**src/rtl/sram_access_seq.sv**
```systemverilog
`default_nettype none
// ============================================================================
// Module   : sram_access_seq
// Brief    : AVR command front end for the SRAM bridge: address register with
//            auto-increment and timed active-low we_n/oe_n access strobes.
// Revision : 1.0  initial release
// ============================================================================
module sram_access_seq #(
    parameter int AWIDTH = 21,
    parameter int SETUP  = 1,
    parameter int PULSE  = 3
) (
    input  logic              clk,
    input  logic              reset,
    input  logic              cmd_valid,
    input  logic [2:0]        cmd,
    input  logic [7:0]        cmd_data,
    output logic              busy,
    output logic              done,
    output logic [AWIDTH-1:0] sram_addr,
    output logic              we_n,
    output logic              oe_n,
    output logic              auto_inc
);

    localparam logic [3:0] c_st_idle   = 4'b0001;
    localparam logic [3:0] c_st_setup  = 4'b0010;
    localparam logic [3:0] c_st_strobe = 4'b0100;
    localparam logic [3:0] c_st_hold   = 4'b1000;

    localparam logic [2:0] c_cmd_load_lo  = 3'd0;
    localparam logic [2:0] c_cmd_load_mid = 3'd1;
    localparam logic [2:0] c_cmd_load_hi  = 3'd2;
    localparam logic [2:0] c_cmd_read     = 3'd3;
    localparam logic [2:0] c_cmd_write    = 3'd4;
    localparam logic [2:0] c_cmd_inc_on   = 3'd5;
    localparam logic [2:0] c_cmd_inc_off  = 3'd6;

    // Counter holds remaining cycles minus one, so max(SETUP,PULSE)-1 must fit.
    localparam int c_cmax = (SETUP > PULSE) ? SETUP : PULSE;
    localparam int c_cw   = (c_cmax > 1) ? $clog2(c_cmax) : 1;
    localparam logic [c_cw-1:0] c_setup_ld = c_cw'(SETUP - 1);
    localparam logic [c_cw-1:0] c_pulse_ld = c_cw'(PULSE - 1);

    logic [3:0]      r_state;
    logic [c_cw-1:0] r_cnt;
    logic            r_is_write;
    logic            w_accept;

    assign w_accept = cmd_valid && !busy && (r_state == c_st_idle);

    always_ff @(posedge clk) begin
        if (reset) begin
            r_state    <= c_st_idle;
            r_cnt      <= '0;
            r_is_write <= 1'b0;
            busy       <= 1'b0;
            done       <= 1'b0;
            sram_addr  <= '0;
            we_n       <= 1'b1;
            oe_n       <= 1'b1;
            auto_inc   <= 1'b1;
        end else begin
            done <= 1'b0;
            case (r_state)
                c_st_idle: begin
                    if (w_accept) begin
                        case (cmd)
                            c_cmd_load_lo:  sram_addr[7:0]        <= cmd_data;
                            c_cmd_load_mid: sram_addr[15:8]       <= cmd_data;
                            c_cmd_load_hi:  sram_addr[AWIDTH-1:16] <= cmd_data[AWIDTH-17:0];
                            c_cmd_read, c_cmd_write: begin
                                r_is_write <= (cmd == c_cmd_write);
                                r_state    <= c_st_setup;
                                r_cnt      <= c_setup_ld;
                                busy       <= 1'b1;
                            end
                            c_cmd_inc_on:   auto_inc <= 1'b1;
                            c_cmd_inc_off:  auto_inc <= 1'b0;
                            default: ;
                        endcase
                    end
                end
                c_st_setup: begin
                    if (r_cnt == '0) begin
                        // Strobes are registered, so they fall on the STROBE entry edge.
                        r_state <= c_st_strobe;
                        r_cnt   <= c_pulse_ld;
                        we_n    <= ~r_is_write;
                        oe_n    <= r_is_write;
                    end else begin
                        r_cnt <= r_cnt - 1'b1;
                    end
                end
                c_st_strobe: begin
                    if (r_cnt == '0) begin
                        r_state <= c_st_hold;
                        r_cnt   <= '0;
                        we_n    <= 1'b1;
                        oe_n    <= 1'b1;
                    end else begin
                        r_cnt <= r_cnt - 1'b1;
                    end
                end
                c_st_hold: begin
                    r_state <= c_st_idle;
                    r_cnt   <= '0;
                    busy    <= 1'b0;
                    done    <= 1'b1;
                    if (auto_inc)
                        sram_addr <= sram_addr + AWIDTH'(1);
                end
                default: begin
                    r_state <= c_st_idle;
                    r_cnt   <= '0;
                    busy    <= 1'b0;
                    we_n    <= 1'b1;
                    oe_n    <= 1'b1;
                end
            endcase
        end
    end

endmodule
`default_nettype wire

```
**config.mk**
```make
export PLATFORM = sky130hd
export DESIGN_NAME = sram_access_seq
export DESIGN_NICKNAME = d
export VERILOG_FILES = /design/src/rtl/sram_access_seq.sv
export SDC_FILE = /design/constraint.sdc
export NUM_CORES = 1
export LEC_CHECK = 0
export BUFFER_PORTS_ARGS = -buffer_cell sky130_fd_sc_hd__buf_2
export CORE_MARGIN = 5
export CORE_UTILIZATION = 59
export DETAILED_ROUTE_END_ITERATION = 10
export PLACE_DENSITY = 0.85
export SYNTH_ARGS = -nofsm -noshare
export SYNTH_HDL_FRONTEND = slang
export SYNTH_SLANG_ARGS = --single-unit
export TNS_END_PERCENT = 10
```
**constraint.sdc**
```tcl
create_clock -name clk -period 3.7 [get_ports clk]
set_clock_uncertainty 0.15 [all_clocks]
set_input_delay 0.185 -clock clk [delete_from_list [all_inputs] [get_ports clk]]
set_output_delay 0.185 -clock clk [all_outputs]
set_load 0.05 [all_outputs]
```
==> results.toml <==
[place]
io_buffer_count = 39
gpl.final_weighted_congestion = 0.877
detailed_place_hpwl_microns = 3730
post-place-cells = 332

[timing]
rsz0062_at_grt = "no"
worst_pin_slew_ps = 821
timing.fmax_ghz = 0.388
maxSlewHeadroom_pct = 45.3
finalSetupViolCount = 0
drv_slew = 0
timing.final.hold_violations = 0
setup-tns-final_ps = 0
layout_worst_path_cycle_share_pct = 69.6
time_the_final_worst_path_needs_with_i_o_delays_and_setup_ps = 2580

[logic_synthesis]
ys_async_sr_fraction_pct = 0
mappedNetlistArea_sq_mm = 0.00200
synth_cell_types = 55
ys.flop_type = "sky130_fd_sc_hd__dfxtp_1"
synth_edf_count = 0
synth-warning-count = 0
ys_seq_area_share_pct = 33.0
synth_seq_cells = 33
synth_nets = 279
syn_avg_cell_area_sq_um = 7.68
post_syn_instances = 261

[floorplanning]
coreArea_sq_mm = 0.00331
die-area_sq_mm = 0.00466
fp.dieW_microns = 68.3
fp-row-count = 21
ios = 40
floorplan.die.height_microns = 68.3
initial_utilization_pct = 60.5

[worst_setup_path]
arrival_ps = 2720
path_buf_inv = 0
worst_path_max_delay_cell = "sky130_fd_sc_hd__or4b_2"
criticalPathCategory = "reg -> reg"
worst_setup_path_start_kind = "flip-flop"
cp_cell_sequence = "or4b_2 > nand2_1 > o21ai_0 > a221oi_1 > o221a_2"
required_ps = 3840
critical_path.max_fanout = 42
cp-end-kind = "flip-flop"
cp_slowest_stage_delay_ps = 1020
critical-path-top-delay-family = "simple AND/OR/NAND/NOR gates"

[cells_and_area]
mostFrequentLayoutCells = "sky130_fd_sc_hd__buf_2 (39), sky130_fd_sc_hd__a21oi_1 (34), sky130_fd_sc_hd__dfxtp_1 (33)"
fin_cells = 340
syn2layout_area_growth_pct = 12.0
antenna-diode-count = 0
final_util_pct = 67.8
nets = 311
post_route_cells_drive_above_1_share_pct = 20.4
mostFrequentLayoutCell = "sky130_fd_sc_hd__buf_2"

[clock_tree]
cts_num_sinks = 33
cts_tree = "yes"
cts.htree.levels = 2
clk_latency_ps = 340
worst_setup_hold_path_clk_slew_ps = 110
cts_resized = 0
cts-hold-fix-buffers = 0
cts_max_path_buffers = 2
cts-root-buf = "sky130_fd_sc_hd__clkbuf_4"
cts_made_buffers = 5
post-cts-setup-buffers = 0

[outcome]
run_status = "complete, no violations"

[drt]
wl_microns = 5250
routedWlPerCell_microns = 15.4
detailroute.via_count = 2131
detail-route-antenna-nets = 0
drt_pre_antenna_iters = 5
detail_route.drc_violations = 0
drt_iter0_drc = 181
detail_route.vias_per_cell = 6.27

[grt]
grt_use_total_pct = 24.5
overflow = 0
initial_antenna_violation_count = 0
grt_start_max_net_pins = 43
grt_pass1_wl_microns = 8600
first_global_vias = 1806

[power_and_ir_drop]
totalPowerFinal_mw = 0.675
power.density_mw_per_mm2 = 300
power.leakage_nw = 0.904
max-vdd-ir-drop_uv = 162

[job]
max_cap_viol_count = 0

[hold_path]
worst_hold_path_type = "in -> reg"
[synthesized netlist by cell type (all sizes together) (7+ instances only)]
cell	instances	area, sq um
o21ai	20	104
nand4	7	43.8
nor3	9	45.0
a21oi	34	170
nand2	21	78.8
dfxtp	33	661
nor2	25	93.8
buf	8	43.8
clkbuf	7	26.3
inv	7	26.3
nand2b	7	43.8
[report_power, final]
group	internal, mW	total [mW]	switching, mW
Clock	0.0724	0.202	0.129
Combinational	0.0317	0.0977	0.0660
Sequential	0.364	0.375	0.0116
Total	0.468	0.675	0.207
[worst register-to-register path, cell delays in order, from the launching register on]
cell                       delay [ps]
sky130_fd_sc_hd__dfxtp_1          500
sky130_fd_sc_hd__or4b_2          1020
sky130_fd_sc_hd__nand2_1          240
sky130_fd_sc_hd__o21ai_0          130
sky130_fd_sc_hd__a221oi_1         270
sky130_fd_sc_hd__o221a_2          220
[cell families (layout without fill, tap and decap cells)]
logic type / count (synthesis) / count (layout) / share of synthesized area [%]
compound gates: 96 / 96 / 31.1
fa+ha+maj: 4 / 4 / 2.50
buf+inv: 22 / 55 / 4.81
flops: 33 / 33 / 33.0
mux: 2 / 2 / 0.999
simple gates: 104 / 104 / 27.7
[per-stage QoR]
| stage | setup slack [ps] | instance area, sq um | hold slack [ps] |
|---|---|---|---|
| global route | 961 | 2250 | 17.9 |
| detailed placement | 1200 | 2190 | 326 |
| global placement | 1280 | 2190 | 315 |
| finish | 1120 | 2250 | 22.4 |
| CTS | 1180 | 2250 | 13.6 |
| floorplan | 1500 | 2000 | 196 |
[worst paths after layout]
check / startpoint / to / slack, ps / depth (start not counted)
hold reg to reg: sram_addr[18] / sram_addr[18] / 350 / 1
setup / recovery: r_state[3] / sram_addr[20] / 1120 / 5
hold / removal: cmd_data[5] / sram_addr[13] / 20 / 3
setup reg to reg: r_state[3] / sram_addr[20] / 1120 / 5
[routing by layer]
| layer | GRT usage, % | part of all wire [%] | up-vias |
|---|---|---|---|
| met5 | 0 | 0 | - |
| met1 | 33.7 | 43 | 988 |
| met4 | 8.93 | 1.9 | 0 |
| met3 | 6.08 | 7.6 | 9 |
| met2 | 36.9 | 47 | 96 |
| li1 | - | - | 1038 |
[cell type report]
| class | instances | area, sq um |
|---|---|---|
| flip-flops and latches | 33 | 661 |
| inverters | 7 | 26.3 |
| repair buffers | 40 | 203 |
| clock inverters | 2 | 10.0 |
| fillers | 314 | 1060 |
| clock buffers | 6 | 41.3 |
| well taps | 46 | 57.6 |
| multi-input cells | 206 | 1250 |
[sequential cells by signal, summed over array words and instances, names as in the netlist]
name	flops
oe_n	1
done	1
r_cnt	2
busy	1
auto_inc	1
r_state	4
we_n	1
sram_addr	21
r_is_write	1
Note: power is estimated with default switching activity, not from simulation.
